$ cat src/rtl/pxconv_rd_sched.sv
// Read scheduler for the pixel-converter AXI burst master: primes a WND_ROWS-row window,
// then fetches one further row per consumer credit. Define PXSCHED_PERF_EN to add stall_cycles.
module pxconv_rd_sched #(
   parameter logic [31:0] FRAME_BASE   = 32'h0000_0000,
   parameter int          IMG_W        = 640,
   parameter int          IMG_H        = 480,
   parameter int          WND_ROWS     = 8,
   parameter int          BURST_LEN    = 128,
   parameter int          BYTES_PER_PX = 2
) (
   input  logic        clk,
   input  logic        rst,
   input  logic        frame_start,
   input  logic        pixel_ack,
   input  logic        rd_done,
   output logic        rd_req,
   output logic [31:0] rd_addr,
   output logic [11:0] rd_len,
   output logic        wnd_ready,
   output logic [15:0] row_cnt,
   output logic        frame_done,
   output logic        busy
`ifdef PXSCHED_PERF_EN
   ,
   output logic [31:0] stall_cycles
`endif
);

   localparam logic [31:0] ADDR_STEP  = 32'(BURST_LEN * BYTES_PER_PX);
   localparam logic [15:0] BURST_LAST = 16'(IMG_W / BURST_LEN - 1);
   localparam logic [15:0] ROWS_TOTAL = 16'(IMG_H);
   localparam logic [15:0] ROWS_WND   = 16'(WND_ROWS);
   localparam logic [11:0] LEN_PX     = 12'(BURST_LEN);

   typedef enum logic [1:0] {
      ST_IDLE        = 2'd0,
      ST_ISSUE       = 2'd1,
      ST_WAIT_DONE   = 2'd2,
      ST_WAIT_CREDIT = 2'd3
   } state_t;

   state_t      state_r;
   state_t      state_s;
   logic [15:0] burst_idx_r;
   logic [7:0]  credit_r;
   logic [15:0] row_next_s;
   logic        start_s;
   logic        burst_done_s;
   logic        row_end_s;
   logic        frame_end_s;
   logic        credit_take_s;
   logic        credit_give_s;

   // Event decode shared by the FSM and the datapath registers
   always_comb begin
      start_s       = (state_r == ST_IDLE) && frame_start && !frame_done;
      burst_done_s  = (state_r == ST_WAIT_DONE) && rd_done;
      row_next_s    = row_cnt + 16'd1;
      row_end_s     = burst_done_s && (burst_idx_r == BURST_LAST);
      frame_end_s   = row_end_s && (row_next_s == ROWS_TOTAL);
      credit_take_s = (state_r == ST_WAIT_CREDIT) && (credit_r != 8'd0);
      credit_give_s = pixel_ack && (state_r != ST_IDLE);
   end

   // Next-state logic
   always_comb begin
      state_s = state_r;
      case (state_r)
         ST_IDLE: begin
            if (start_s) begin
               state_s = ST_ISSUE;
            end else begin
               state_s = ST_IDLE;
            end
         end
         ST_ISSUE: begin
            state_s = ST_WAIT_DONE;
         end
         ST_WAIT_DONE: begin
            if (!burst_done_s) begin
               state_s = ST_WAIT_DONE;
            end else if (!row_end_s) begin
               state_s = ST_ISSUE;
            end else if (frame_end_s) begin
               state_s = ST_IDLE;
            end else if (row_next_s < ROWS_WND) begin
               state_s = ST_ISSUE;
            end else begin
               state_s = ST_WAIT_CREDIT;
            end
         end
         ST_WAIT_CREDIT: begin
            if (credit_take_s) begin
               state_s = ST_ISSUE;
            end else begin
               state_s = ST_WAIT_CREDIT;
            end
         end
         default: begin
            state_s = ST_IDLE;
         end
      endcase
   end

   // State register and registered control pulses; busy tracks the state being entered
   always_ff @(posedge clk) begin
      if (rst) begin
         state_r    <= ST_IDLE;
         rd_req     <= 1'b0;
         busy       <= 1'b0;
         frame_done <= 1'b0;
      end else begin
         state_r    <= state_s;
         rd_req     <= (state_r == ST_ISSUE);
         busy       <= (state_s != ST_IDLE);
         frame_done <= frame_end_s;
      end
   end

   // Address, burst/row position and window flag; only move on an accepted rd_done
   always_ff @(posedge clk) begin
      if (rst) begin
         rd_addr     <= 32'h0000_0000;
         rd_len      <= LEN_PX;
         row_cnt     <= 16'd0;
         burst_idx_r <= 16'd0;
         wnd_ready   <= 1'b0;
      end else begin
         rd_len <= LEN_PX;
         if (start_s) begin
            rd_addr     <= FRAME_BASE;
            row_cnt     <= 16'd0;
            burst_idx_r <= 16'd0;
         end else if (burst_done_s) begin
            rd_addr <= rd_addr + ADDR_STEP;
            if (row_end_s) begin
               burst_idx_r <= 16'd0;
               row_cnt     <= row_next_s;
            end else begin
               burst_idx_r <= burst_idx_r + 16'd1;
            end
         end
         if (frame_end_s) begin
            wnd_ready <= 1'b0;
         end else if (row_end_s && (row_next_s == ROWS_WND)) begin
            wnd_ready <= 1'b1;
         end
      end
   end

   // Row credits: saturating, a simultaneous grant and use cancel out
   always_ff @(posedge clk) begin
      if (rst) begin
         credit_r <= 8'd0;
      end else if (start_s) begin
         credit_r <= 8'd0;
      end else begin
         case ({credit_give_s, credit_take_s})
            2'b10: begin
               if (credit_r != 8'hFF) begin
                  credit_r <= credit_r + 8'd1;
               end
            end
            2'b01: begin
               credit_r <= credit_r - 8'd1;
            end
            default: begin
               credit_r <= credit_r;
            end
         endcase
      end
   end

`ifdef PXSCHED_PERF_EN
   // Cycles spent starved of credit, saturating
   always_ff @(posedge clk) begin
      if (rst) begin
         stall_cycles <= 32'h0000_0000;
      end else if (start_s) begin
         stall_cycles <= 32'h0000_0000;
      end else if ((state_r == ST_WAIT_CREDIT) && (credit_r == 8'd0) &&
                   (stall_cycles != 32'hFFFF_FFFF)) begin
         stall_cycles <= stall_cycles + 32'd1;
      end
   end
`endif

endmodule

$ cat config.mk
export PLATFORM = sky130hd
export DESIGN_NAME = pxconv_rd_sched
export DESIGN_NICKNAME = d
export VERILOG_FILES = /design/src/rtl/pxconv_rd_sched.sv
export SDC_FILE = /design/constraint.sdc
export NUM_CORES = 1
export LEC_CHECK = 0
export CORE_UTILIZATION = 35
export DETAILED_ROUTE_END_ITERATION = 8
export GPL_ROUTABILITY_DRIVEN = 0
export PLACE_DENSITY = 0.56
export SLEW_MARGIN = 0
export SYNTH_ARGS = -nofsm -noshare
export SYNTH_HDL_FRONTEND = slang
export SYNTH_SLANG_ARGS = --single-unit
$ cat constraint.sdc
create_clock -name clk -period 4 [get_ports clk]
set_input_delay 0.8 -clock clk [delete_from_list [all_inputs] [get_ports clk]]
set_output_delay 0.8 -clock clk [all_outputs]
set_load 0.02 [all_outputs]
After elaboration in Yosys (flattened, before gate mapping)

Index checks and enable logic that the tools add are counted.

Multiplexer cells: 10
Reduce and logical (&&, ||, !) cells: 18
Eq/ne operators: 10
Magnitude comparators: 1
$add $sub $neg: 5

Operators by type and width:

| kind                  | count |
|---|---|
| $add 16x1->16 const B | 2 |
| $add 32x9->32 const B | 1 |
| $eq 16x3->1 const B   | 1 |
| $eq 16x4->1 const B   | 1 |
| $eq 16x9->1 const B   | 1 |
| $lt 16x4->1 const B   | 1 |
| $mux 16               | 1 |
| $pmux 8 s2            | 1 |
| $mux 2                | 5 |
| $add 8x1->8 const B   | 1 |
| $logic_and 1x1->1     | 8 |
| $mux 8                | 1 |
| $ne 8x8->1 const B    | 1 |
| $pmux 2 s4            | 1 |
| $reduce_bool 8->1     | 1 |
| $sub 8x1->8 const B   | 1 |
| $eq 2x2->1 const B    | 3 |
| $reduce_bool 2->1     | 3 |
| $eq 2x1->1 const B    | 2 |
| $reduce_and 2->1      | 2 |
| $reduce_or 2->1       | 2 |
| $logic_not 2->1       | 1 |
| $ne 2x2->1 const B    | 1 |
| $logic_not 1->1       | 1 |
| $mux 1                | 1 |

Bits of input ports: 5
Output and inout bits: 64
Word-level logic and storage cells: 53
Flip-flop bits (word level): 78

Longest topological paths before layout

Gate-level depths: netlist of run 1.

Word-level depth: 9
Depth in mapped cells: 12
Mapped depth without buffers: 12

Worst setup path after synthesis of run 1

OpenSTA, ideal clock, no wires.

Path type: input-to-reg
Start point: input pixel_ack
End point: register credit_r[6]
Data required time: 3.930 ns
Setup time: 0.070 ns
Stages: 10
Arrival time: 2.678 ns
Setup slack: 1.252 ns
Buffers on the path: 0
Cell sequence: nand2b_1 -> inv_1 -> ha_1 -> nor2b_1 -> o21ai_0 -> a21boi_0 -> o21a_1 -> o21ai_0 -> or3b_2 -> a21oi_1

Word-level cells in the longest chain between the ends: 4
Elaborated cells on any way between the ends: 7
Classes of those cells: eq/ne: 3; mux: 1; reduce/logical: 3

Ends and longest elaborated chain:

| what                                                                    | line | text |
|---|---|---|
| start: declaration                                                      | 14   | `input logic pixel_ack,` |
| $logic_and 1x1->1 *                                                     | 62   | `credit_give_s = pixel_ack && (state_r != ST_IDLE);` |
| $eq 2x2->1 / $eq 2x1->1 (equally long branches)                         | 158  | `case ({credit_give_s, credit_take_s})` |
| $ne 2x2->1 (no source line) / $reduce_bool 2->1 (equally long branches) | --   |  |
| $reduce_and 2->1 (no source line)                                       | --   |  |
| end signal: assignment                                                  | 161  | `credit_r <= credit_r + 8'd1;` |
| end signal: assignment                                                  | 165  | `credit_r <= credit_r - 8'd1;` |
| end signal: assignment                                                  | 168  | `credit_r <= credit_r;` |
| end: declaration                                                        | 45   | `logic [7:0] credit_r;` |

Mark *: on every way between the ends. The rest lies on a longest branch, timed or not.
A chain may end at the register's enable or synchronous reset.

Worst setup path after layout of run 1

Same ends and word-level chain as after synthesis.

==> results.md, run 1 <==
- Max-Cap Viols: 0
- Achievable frequency: ~0.33 GHz
- Crit path arrival time: 3.33 ns
- Worst setup margin: 0.9461 ns
- Most used DFF post-synth: dfxtp_1
- Root Buffer: clkbuf_8
- Simple-gate share of the synthesized area: about 29%
- Fin area: 4491 µm²
- Worst r2r dst: credit_r[6]$_SDFFE_PP0P_
- Setup Skew: between 0.005 and 0.006 ns
- Yosys top cell area share: 37.48%
- Number of synthesized flops with an enable pin: 0
- CP Capture Type: register
- Crit-path max FO: 8
- Main combinational cell family by area after synthesis: simple AND/OR/NAND/NOR gates
- Cells after Synth: 450
- 1st-pass router iterations: 4
- ANT nets after route: 0
- Max VDD drop: roughly 160 µV
- Post-Synthesis Cell Area: roughly 3700 µm²
- Vias per inst: just under 5
- Post-DP Area: approximately 4200 µm²
- Hold Crit Start: burst_idx_r[1]$_SDFFE_PP0P_
- WL/cell: between 10 and 15 µm
- Iter 0 DRT Violations: 101
- Layout Cells excl Fill: roughly 640
- # diodes: 0
- Synth Area in Compound Gates: 9.003%
- Initial antenna violation count: 0
- Worst slew margin: 51.41%
- Xor/xnor share of the synthesized area: a little over an eighth
- Pwr Density: 335.3 nW/µm²
- Setup repair bufs after CTS: 0
- IO Pins: between 60 and 70
- Worst hold stages: 2
- Dpl cells: roughly 620
- Status: complete, no violations
- Number of H-tree levels: 3
- Max clock buf depth: 2
- DRC errors left: 0
- Adder-cell share of the synthesized area: approximately 3.9%
- CTS Hold Bufs: 0
- Synth Warn #: 0
- Number of placement rows: 37
- Min Clock Period, post-route: around 3.1 ns
- Most frequent cells in the layout: 70 x dfxtp_1, 68 x nor2_1, 48 x clkdlybuf4s50_1
- Vias in the first global route: 2856
- Total Nets Final: slightly above 500
- Chip Height: around 110 µm
- Synth unique cells: 53
- CTS resizes: 0
- Hold Path Class: reg -> reg
- Fin. max-slew vios: 0
- Fin crit share: ~76%
- Mux share of post-synthesis cell area: 0%
- Final setup fails: 0
- Fraction of layout cells with a size suffix above 1: between 6 and 7%
- FF/Latch Area: around 1400 µm²
- Total gr overflow: 0
- Clock-pin transition on the worst setup and hold timing paths: roughly 0.070 ns
- Chip width: 105.4 µm
- HPWL after DPL: 5.810 mm
- Setup slack at placement: 0.5929 ns
- RSZ-0062 raised after global routing: false
- Num CTS Buffers: 9
- Initial core utilization: between 30 and 40%
- Post-synth top area cell: dfxtp_1
- CTS sink cnt: 70
- Worst Hold End: burst_idx_r[1]$_SDFFE_PP0P_
- Worst slew pin tran: between 0.7 and 0.8 ns
- Leakage: between 0.0015 and 0.002 µW
- Gr usage total: around 15%
- Type of element launching the critical path: input pin
- Clock insertion delay at the later pin of the skew report: 0.34 ns
- Setup TNS: 0 ns
- Via count: around 3200
- CTS tree: built
- Commonest non-fill, non-tap cell in the layout: dfxtp_1
- Die ar.: 11100 µm²
- CP required: ~4.3 ns
- Dominant cells by area after synthesis: dfxtp_1 37%, xor2_1 9.1%, nor2_1 6.8%
- Total core area: 10320 µm²
- Synthesized area per cell: between 8 and 9 µm²
- Yosys reg bits: 70
- Post-synth ARST share: 0%
- FF-to-FF Start: credit_r[0]$_SDFFE_PP0P_
- Area growth syn-to-layout: 20.11%
- PortBufs: 48
- Critical path type: in -> reg
- Final WL: roughly 8.0 mm
- Largest net degree at the start of global routing: 23
- Register area share after synthesis: around 37%
- FF-to-FF setup slack: 1.00 ns
- Fillers: between 1000 and 1500
- Hold Fails Final Rpt: 0
- Worst R2R Path Depth: 12
- Multi-input gate area: around 2100 µm²
- First-pass GRT wire length: between 10 and 15 mm
## state kept, by name, indices dropped and copies added, names as in the netlist
register,cells
rd_addr,24
burst_idx_r,16
row_cnt,16
credit_r,8
state_r,2
busy,1
frame_done,1
rd_req,1
wnd_ready,1
## power by group
part	total (µW)	internal [µW]	switching [µW]
combinational	90.9	26.7	64.3
clock	702	430	271
sequential	713	704	9.35
## per-layer routing
| metal | routed length [µm] | GRT usage [%] | vias to the layer above |
|---|---|---|---|
| met2 | 3780 | 25.09 | 67 |
| li1 | - | - | 1598 |
| met3 | 357 | 3.340 | 6 |
| met4 | 103 | 6.237 | 0 |
| met1 | 3771 | 18.75 | 1479 |
| met5 | 0 | 0 | - |
## kinds of logic after synthesis
logic type      Yosys count
buf+inv                  49
flops                    70
xor+xnor                 56
fa+ha+maj                11
simple gates            212
compound gates           50
other cells               2
## per-stage QoR
| stage | hold WS, ns | utilization (%) | total power [µW] |
|---|---|---|---|
| 5_1_grt | 0.5017 | 43.50 | 1567 |
| 3_3_place_gp | 0.4599 | 41.11 | 820.2 |
| 6_report | 0.4827 | 43.50 | 1506 |
| 4_1_cts | 0.4903 | 43.50 | 1526 |
| 2_1_floorplan | 0.4486 | - | 807.9 |
| 3_5_place_dp | 0.4804 | 41.11 | 820.9 |
## Yosys cell counts, types with 4 or more instances
cell / n
nor3_1: 13
a21oi_1: 18
and4_1: 6
buf_4: 20
nor2_1: 68
buf_6: 4
xnor2_1: 17
and3_1: 6
xor2_1: 39
nor3b_1: 4
nand2_1: 44
clkbuf_1: 10
o21ai_0: 12
nor4_1: 6
nand4_1: 15
dfxtp_1: 70
or3_1: 7
inv_1: 11
ha_1: 10
nand3_1: 20
## final cells by class
class                   instances  area share, %
flip-flops and latches         70          31.21
clock inverters                 6          2.424
inverters                      11         0.9195
multi-input cells             349          47.06
clock buffers                  10          3.065
well taps                     136          3.789
repair buffers                 53          11.54
## worst max-delay path by stage
stage                                  start                  endpoint  slack [ns]
detailed placement                 pixel_ack  credit_r[6]$_SDFFE_PP0P_        0.59
CTS                                pixel_ack  credit_r[6]$_SDFFE_PP0P_        0.96
global placement                   pixel_ack  credit_r[6]$_SDFFE_PP0P_        0.65
global route        credit_r[0]$_SDFFE_PP0P_  credit_r[6]$_SDFFE_PP0P_        0.61
floorplan                          pixel_ack  credit_r[6]$_SDFFE_PP0P_        1.25
finish                             pixel_ack  credit_r[6]$_SDFFE_PP0P_        0.95
## critical path, stage by stage
cell             delay [ns]
clkdlybuf4s50_1        0.42
nand2b_1               0.19
inv_1                  0.23
ha_1                   0.32
nor2b_1                0.15
o21ai_0                0.19
a21boi_0               0.14
o21a_1                 0.19
o21ai_0                0.12
or3b_2                 0.45
a21oi_1                0.14
Power figures use the tool's default switching activity.
==> inputs of run 2 (changes only) <==
--- a/config.mk
+++ b/config.mk
@@ -8,7 +8,7 @@
 export CORE_UTILIZATION = 35
 export DETAILED_ROUTE_END_ITERATION = 8
 export GPL_ROUTABILITY_DRIVEN = 0
-export PLACE_DENSITY = 0.56
+export PLACE_DENSITY = 0.58
 export SLEW_MARGIN = 0
 export SYNTH_ARGS = -nofsm -noshare
 export SYNTH_HDL_FRONTEND = slang
==> constraint.sdc (replaced) <==
create_clock -name clk -period 2.5 [get_ports clk]
set_input_delay 0.5 -clock clk [delete_from_list [all_inputs] [get_ports clk]]
set_output_delay 0.5 -clock clk [all_outputs]
set_load 0.02 [all_outputs]
==> results.md, run 2 (synthesis gave the netlist of run 1 again) <==
- Combinational fraction of design power: 7.7% (+1.7 points)
- CP Capture Type: register
- Chip Height: 105.4 µm (unchanged)
- DRC errors left: 0 (unchanged)
- Root Buffer: clkbuf_8
- Crit-path max FO: 4 (-4)
- CP required: 2.78 ns (-1.49 ns)
- Dpl cells: 665 (+7.4%)
- Achievable frequency: 0.4032 GHz
- Via count: 3344 (+6.2%)
- Fillers: 997 (-5.0%)
- Total Nets Final: 563 (+10%)
- Initial core utilization: 36.21% (unchanged)
- Hold Fails Final Rpt: 0 (unchanged)
- ANT nets after route: 0 (unchanged)
- Number of placement rows: 37 (unchanged)
- Layout Utilization: 48.25% (+4.8 points)
- Max FFs per register: 24 (unchanged)
- Fin crit share: 99.22%
- Fin area: 4981 µm² (+11%)
- Leakage: 0.001839 µW (+17%)
- Worst Setup SP: credit_r[3]$_SDFFE_PP0P_
- Iter 0 DRT Violations: 175 (+73%)
- Min Clock Period, post-route: between 2 and 2.5 ns
- WL/cell: 12.33 µm (-2.3%)
- Final setup fails: 0 (unchanged)
- Post-DP Area: 4602 µm² (+8.4%)
- Flop pwr share: 48.8% (+1.4 points)
- Initial antenna violation count: 0 (unchanged)
- CTS tree: built
- Max VDD drop: 271.3 µV (+66%)
- Status: complete, no violations
- Worst R2R Path Depth: 12 (unchanged)
- 1st-pass router iterations: 4 (unchanged)
- Hold Path Class: reg -> reg
- PortBufs: 48 (unchanged)
- Max clock buf depth: 2 (unchanged)
- Max-Cap Viols: 0 (unchanged)
- Crit path arrival time: 2.76 ns (-0.57 ns)
- Fin. max-slew vios: 0 (unchanged)
- Vias per inst: 4.860 (-2.0%)
- Most frequent cells in the layout: 67 x nor2_1, 67 x dfxtp_1, 58 x buf_4
- Sw power: 555.8 µW (+61%)
- Area growth syn-to-layout: 33.23%
- Gr usage total: 15.74% (+0.66 points)
- Crit path to: credit_r[7]$_SDFFE_PP0P_
- CTS sink cnt: 70 (unchanged)
- HPWL after DPL: 6.192 mm (+6.6%)
- Sw Share: 23.86% (+0.95 points)
- Fraction of layout cells with a size suffix above 1: 19.38% (+13 points)
- Biggest register: rd_addr
- Clock-pin transition on the worst setup and hold timing paths: 0.07 ns (about the same)
- First-pass GRT wire length: 14.22 mm (+5.5%)
- Chip width: 105.4 µm (unchanged)
- Type of element launching the critical path: register
- Die ar.: 11100 µm² (unchanged)
- # diodes: 0 (unchanged)
- Total core area: 10320 µm² (unchanged)
- Final WL: 8.485 mm (+5.9%)
- Clock insertion delay at the later pin of the skew report: 0.34 ns (about the same)
- Setup Skew: 0.009130 ns (+0.003655 ns)
- Number of H-tree levels: 3 (unchanged)
- Multi-input gate area: 2226 µm² (+5.3%)
- Total gr overflow: 0 (unchanged)
- Total power: 2329 µW (+55%)
- Pwr Density: 467.6 nW/µm² (+39%)
- RSZ-0062 raised after global routing: true
- Int Power: 1773 µW (+53%)
- FF-to-FF setup slack: 0.02 ns (-0.98 ns)
- Layout Cells excl Fill: 688 (+8.3%)
- IO Pins: 69 (unchanged)
- Worst r2r dst: credit_r[7]$_SDFFE_PP0P_
- Clock power share: 43.5% (-3.1 points)
- Num CTS Buffers: 9 (unchanged)
- Largest regs: rd_addr: 24 flops, burst_idx_r: 16 flops, row_cnt: 16 flops
- FF/Latch Area: 1405 µm² (+0.27%)
- FF-to-FF Start: credit_r[3]$_SDFFE_PP0P_
- Vias in the first global route: 3117 (+9.1%)
- Largest net degree at the start of global routing: 35 (+52%)
- Critical path type: reg -> reg
run 2: metal layers:
layer	vias to the layer above	GRT usage, %	wire length [µm]	share of wire (%)
met4	0	6.237	153	1.8
met1	1555	19.89	3960	47
met2	68	25.80	4042	48
li1	1706	-	-	-
met3	15	3.649	329	3.9
met5	-	0	0	0
run 2: power groups by stage:
stage / clock network, µW / logic, µW / registers (µW)
after floorplan: 0 / 124 / 1170
after detailed placement: 0 / 171 / 1160
after global routing: 1090 / 197 / 1140
after CTS: 1040 / 176 / 1140
after global placement: 0 / 169 / 1160
final: 1010 / 179 / 1140
run 2: timing repair:
action	4_1_cts	5_1_grt
setup endpoints to repair	3	8
pin swaps	8	15
resized for setup	10	17
hold buffers	0	0
setup buffers	5	3
run 2: worst min path at each step:
stage	start	endpoint	slack [ns]	depth (start not counted)
after floorplan	burst_idx_r[1]$_SDFFE_PP0P_	burst_idx_r[1]$_SDFFE_PP0P_	0.45	2
after global placement	burst_idx_r[1]$_SDFFE_PP0P_	burst_idx_r[1]$_SDFFE_PP0P_	0.46	2
after detailed placement	burst_idx_r[1]$_SDFFE_PP0P_	burst_idx_r[1]$_SDFFE_PP0P_	0.46	2
after CTS	burst_idx_r[1]$_SDFFE_PP0P_	burst_idx_r[1]$_SDFFE_PP0P_	0.47	2
after global routing	burst_idx_r[1]$_SDFFE_PP0P_	burst_idx_r[1]$_SDFFE_PP0P_	0.50	2
final	burst_idx_r[1]$_SDFFE_PP0P_	burst_idx_r[1]$_SDFFE_PP0P_	0.48	2
run 2: through the flow:
step | hold slack, ns | TNS [ns] | worst slack, ns
5_1_grt | 0.5010 | -0.1746 | -0.09724
4_1_cts | 0.4748 | 0 | 0.02590
6_report | 0.4807 | 0 | 0.01962
3_5_place_dp | 0.4638 | -1.754 | -0.3831
3_3_place_gp | 0.4587 | -1.401 | -0.3144
2_1_floorplan | 0.4486 | 0 | 0.002180
run 2: area by class of cell:
| type | count | share of cell area (%) |
|---|---|---|
| well taps | 136 | 3.416 |
| clock buffers | 10 | 2.763 |
| repair buffers | 106 | 18.39 |
| flip-flops and latches | 70 | 28.21 |
| clock inverters | 6 | 1.708 |
| inverters | 11 | 0.8289 |
| multi-input cells | 349 | 44.69 |
run 2: worst max-delay path, cell delays in order (launching register included):
cell and delay [ns]:
dfxtp_2 0.34, nor4_4 0.30, a21oi_2 0.10, nand2b_1 0.13
inv_2 0.09, ha_4 0.21, a21o_1 0.16, a21oi_2 0.15
o21ai_1 0.10, a21oi_2 0.18, o21ai_2 0.08, or4_1 0.50
nand3_1 0.09
==> inputs of run 3 (changes only) <==
--- a/config.mk
+++ b/config.mk
@@ -8,6 +8,7 @@
 export CORE_UTILIZATION = 35
 export DETAILED_ROUTE_END_ITERATION = 8
 export GPL_ROUTABILITY_DRIVEN = 0
+export MAX_ROUTING_LAYER = met4
 export PLACE_DENSITY = 0.58
 export SLEW_MARGIN = 0
 export SYNTH_ARGS = -nofsm -noshare
==> results.md, run 3 (synthesis gave the netlist of run 1 again) <==
- Hold Path Class: reg -> reg
- Initial antenna violation count: 0 (unchanged)
- Initial core utilization: 36.21% (unchanged)
- Worst-path cell chain: nor4_4 > a21oi_2 > nand2b_1 > inv_2 > ha_4 > a21o_1 > a21oi_2 > o21ai_1 > a21oi_2 > o21ai_2 > or4_1 > nand3_1
- Area growth syn-to-layout: 33.27% (about the same)
- Num CTS Buffers: 9 (unchanged)
- WP buf/inv: 1 (unchanged)
- Fin. max-slew vios: 0 (unchanged)
- Via count: 3361 (+0.51%)
- CP Capture Type: register
- Fraction of layout cells with a size suffix above 1: 19.57% (+0.18 points)
- Vias per inst: 4.885 (+0.51%)
- Setup TNS: 0 ns (unchanged)
- Setup slack at placement: -0.3831 ns (unchanged)
- Type of element launching the critical path: register
- Total power: 2332 µW (+0.13%)
- Largest net degree at the start of global routing: 35 (unchanged)
- Iter 0 DRT Violations: 186 (+6.3%)
- Layout Cells excl Fill: 688 (unchanged)
- Met2 usage: 25.75% (-0.047 points)
- Number of H-tree levels: 3 (unchanged)
- CTS tree: built
- Vias in the first global route: 3108 (-0.29%)
- Total gr overflow: 0 (unchanged)
- Root Buffer: clkbuf_8
- CP peak stage delay: 0.50 ns (about the same)
- Min Clock Period, post-route: 2.482 ns (+0.001724 ns)
- Final setup fails: 0 (unchanged)
- Pwr Density: 468.1 nW/µm² (+0.10%)
- Setup Skew: 0.009349 ns (+0.0002192 ns)
- Commonest non-fill, non-tap cell in the layout: nor2_1
- Worst setup margin: 0.01790 ns (-0.001723 ns)
- Met1 usage: 20.00% (+0.11 points)
- Layer with the highest usage: met2
- CP required: 2.78 ns (about the same)
- Chip width: 105.4 µm (unchanged)
- WL/cell: 12.37 µm (+0.32%)
- Critical path type: reg -> reg
- Max VDD drop: 268.4 µV (-1.1%)
- CP delay by family, top: simple AND/OR/NAND/NOR gates
- Slowest-stage cell, CP: or4_1
- Crit path arrival time: 2.77 ns (about the same)
- ANT nets after route: 0 (unchanged)
- Most frequent cells in the layout: 67 x nor2_1, 66 x dfxtp_1, 58 x buf_4
- # diodes: 0 (unchanged)
- Number of placement rows: 37 (unchanged)
- Crit-path max FO: 4 (unchanged)
- RSZ-0062 raised after global routing: true
- Status: complete, no violations
- Total Nets Final: 563 (unchanged)
- Largest regs: rd_addr: 24 flops, burst_idx_r: 16 flops, row_cnt: 16 flops
- Total core area: 10320 µm² (unchanged)
- Most used cell, CP: a21oi_2
- Met3 usage: 3.649% (unchanged)
- Die ar.: 11100 µm² (unchanged)
- First-pass GRT wire length: 14.23 mm (about the same)
- Gr usage total: 16.21% (+0.48 points)
- Leakage: 0.001840 µW (about the same)
- Max FFs per register: 24 (unchanged)
- Max clock buf depth: 2 (unchanged)
- Clock-pin transition on the worst setup and hold timing paths: 0.07 ns (about the same)
- Clock insertion delay at the later pin of the skew report: 0.34 ns (about the same)
- Max-Cap Viols: 0 (unchanged)
- HPWL after DPL: 6.192 mm (unchanged)
- CTS sink cnt: 70 (unchanged)
- Hold Fails Final Rpt: 0 (unchanged)
- Final WL: 8.512 mm (+0.32%)
- 1st-pass router iterations: 4 (unchanged)
- Dpl cells: 665 (unchanged)
- DRC errors left: 0 (unchanged)
- Biggest register: rd_addr
- PortBufs: 48 (unchanged)
- Chip Height: 105.4 µm (unchanged)
- IO Pins: 69 (unchanged)
- Achievable frequency: 0.4029 GHz (about the same)
- Fin crit share: 99.28% (about the same)
## run 3: changes by cell type in the layout (fill, tap and decap cells not counted)
cell | before | now
dfxtp_1 | 67 | 66
dfxtp_2 | 3 | 4
## run 3: metrics by stage
| stage | utilization (%) | instance area [µm²] | hold slack (ns) |
|---|---|---|---|
| 4_1_cts | 47.35 | 4888 | 0.4748 |
| 6_report | 48.26 | 4982 | 0.4782 |
| 3_3_place_gp | 44.58 | 4602 | 0.4587 |
| 2_1_floorplan | - | 3819 | 0.4486 |
| 5_1_grt | 48.26 | 4982 | 0.5010 |
| 3_5_place_dp | 44.58 | 4602 | 0.4638 |
## run 3: worst register-to-register path: stages, from the launching register on
cell and delay (ns):
dfxtp_2 0.34, nor4_4 0.30, a21oi_2 0.10, nand2b_1 0.13, inv_2 0.09, ha_4 0.22, a21o_1 0.16, a21oi_2 0.15
o21ai_1 0.10, a21oi_2 0.18, o21ai_2 0.08, or4_1 0.50, nand3_1 0.09
## run 3: power breakdown
| group | total, µW | leakage, µW | switching (µW) | internal [µW] |
|---|---|---|---|---|
| sequential | 1140 | 0.000567 | 9.44 | 1130 |
| combinational | 180 | 0.00117 | 119 | 61.4 |
| clock | 1020 | 0.000108 | 431 | 585 |
## run 3: final timing paths
| check | to | slack (ns) | depth (start not counted) | startpoint |
|---|---|---|---|---|
| min reg2reg | burst_idx_r[1]$_SDFFE_PP0P_ | 0.48 | 2 | burst_idx_r[1]$_SDFFE_PP0P_ |
| max | credit_r[7]$_SDFFE_PP0P_ | 0.02 | 12 | credit_r[3]$_SDFFE_PP0P_ |
| max reg2reg | credit_r[7]$_SDFFE_PP0P_ | 0.02 | 12 | credit_r[3]$_SDFFE_PP0P_ |
| min | burst_idx_r[1]$_SDFFE_PP0P_ | 0.48 | 2 | burst_idx_r[1]$_SDFFE_PP0P_ |
## run 3: area by class of cell
cell class | count | area (µm²)
clock buffer | 10 | 137.6
clock inverter | 6 | 85.08
fill | 999 | 5341
inverter | 11 | 41.29
multi-input combinational | 349 | 2226
sequential | 70 | 1406
tap | 136 | 170.2
timing repair buffer | 106 | 915.9
## run 3: metal layers
| layer | vias up | routed length [µm] |
|---|---|---|
| met1 | 1574 | 4047 |
| met4 | 0 | 149 |
| met2 | 67 | 4042 |
| met3 | 15 | 273 |
| li1 | 1705 | - |
| met5 | - | 0 |
## run 3: timing repair
item                       in CTS  in global routing
buffers inserted                5                  3
pin swaps                       8                 15
resized for setup              10                 18
setup endpoints to repair       3                  8
hold buffers                    0                  0
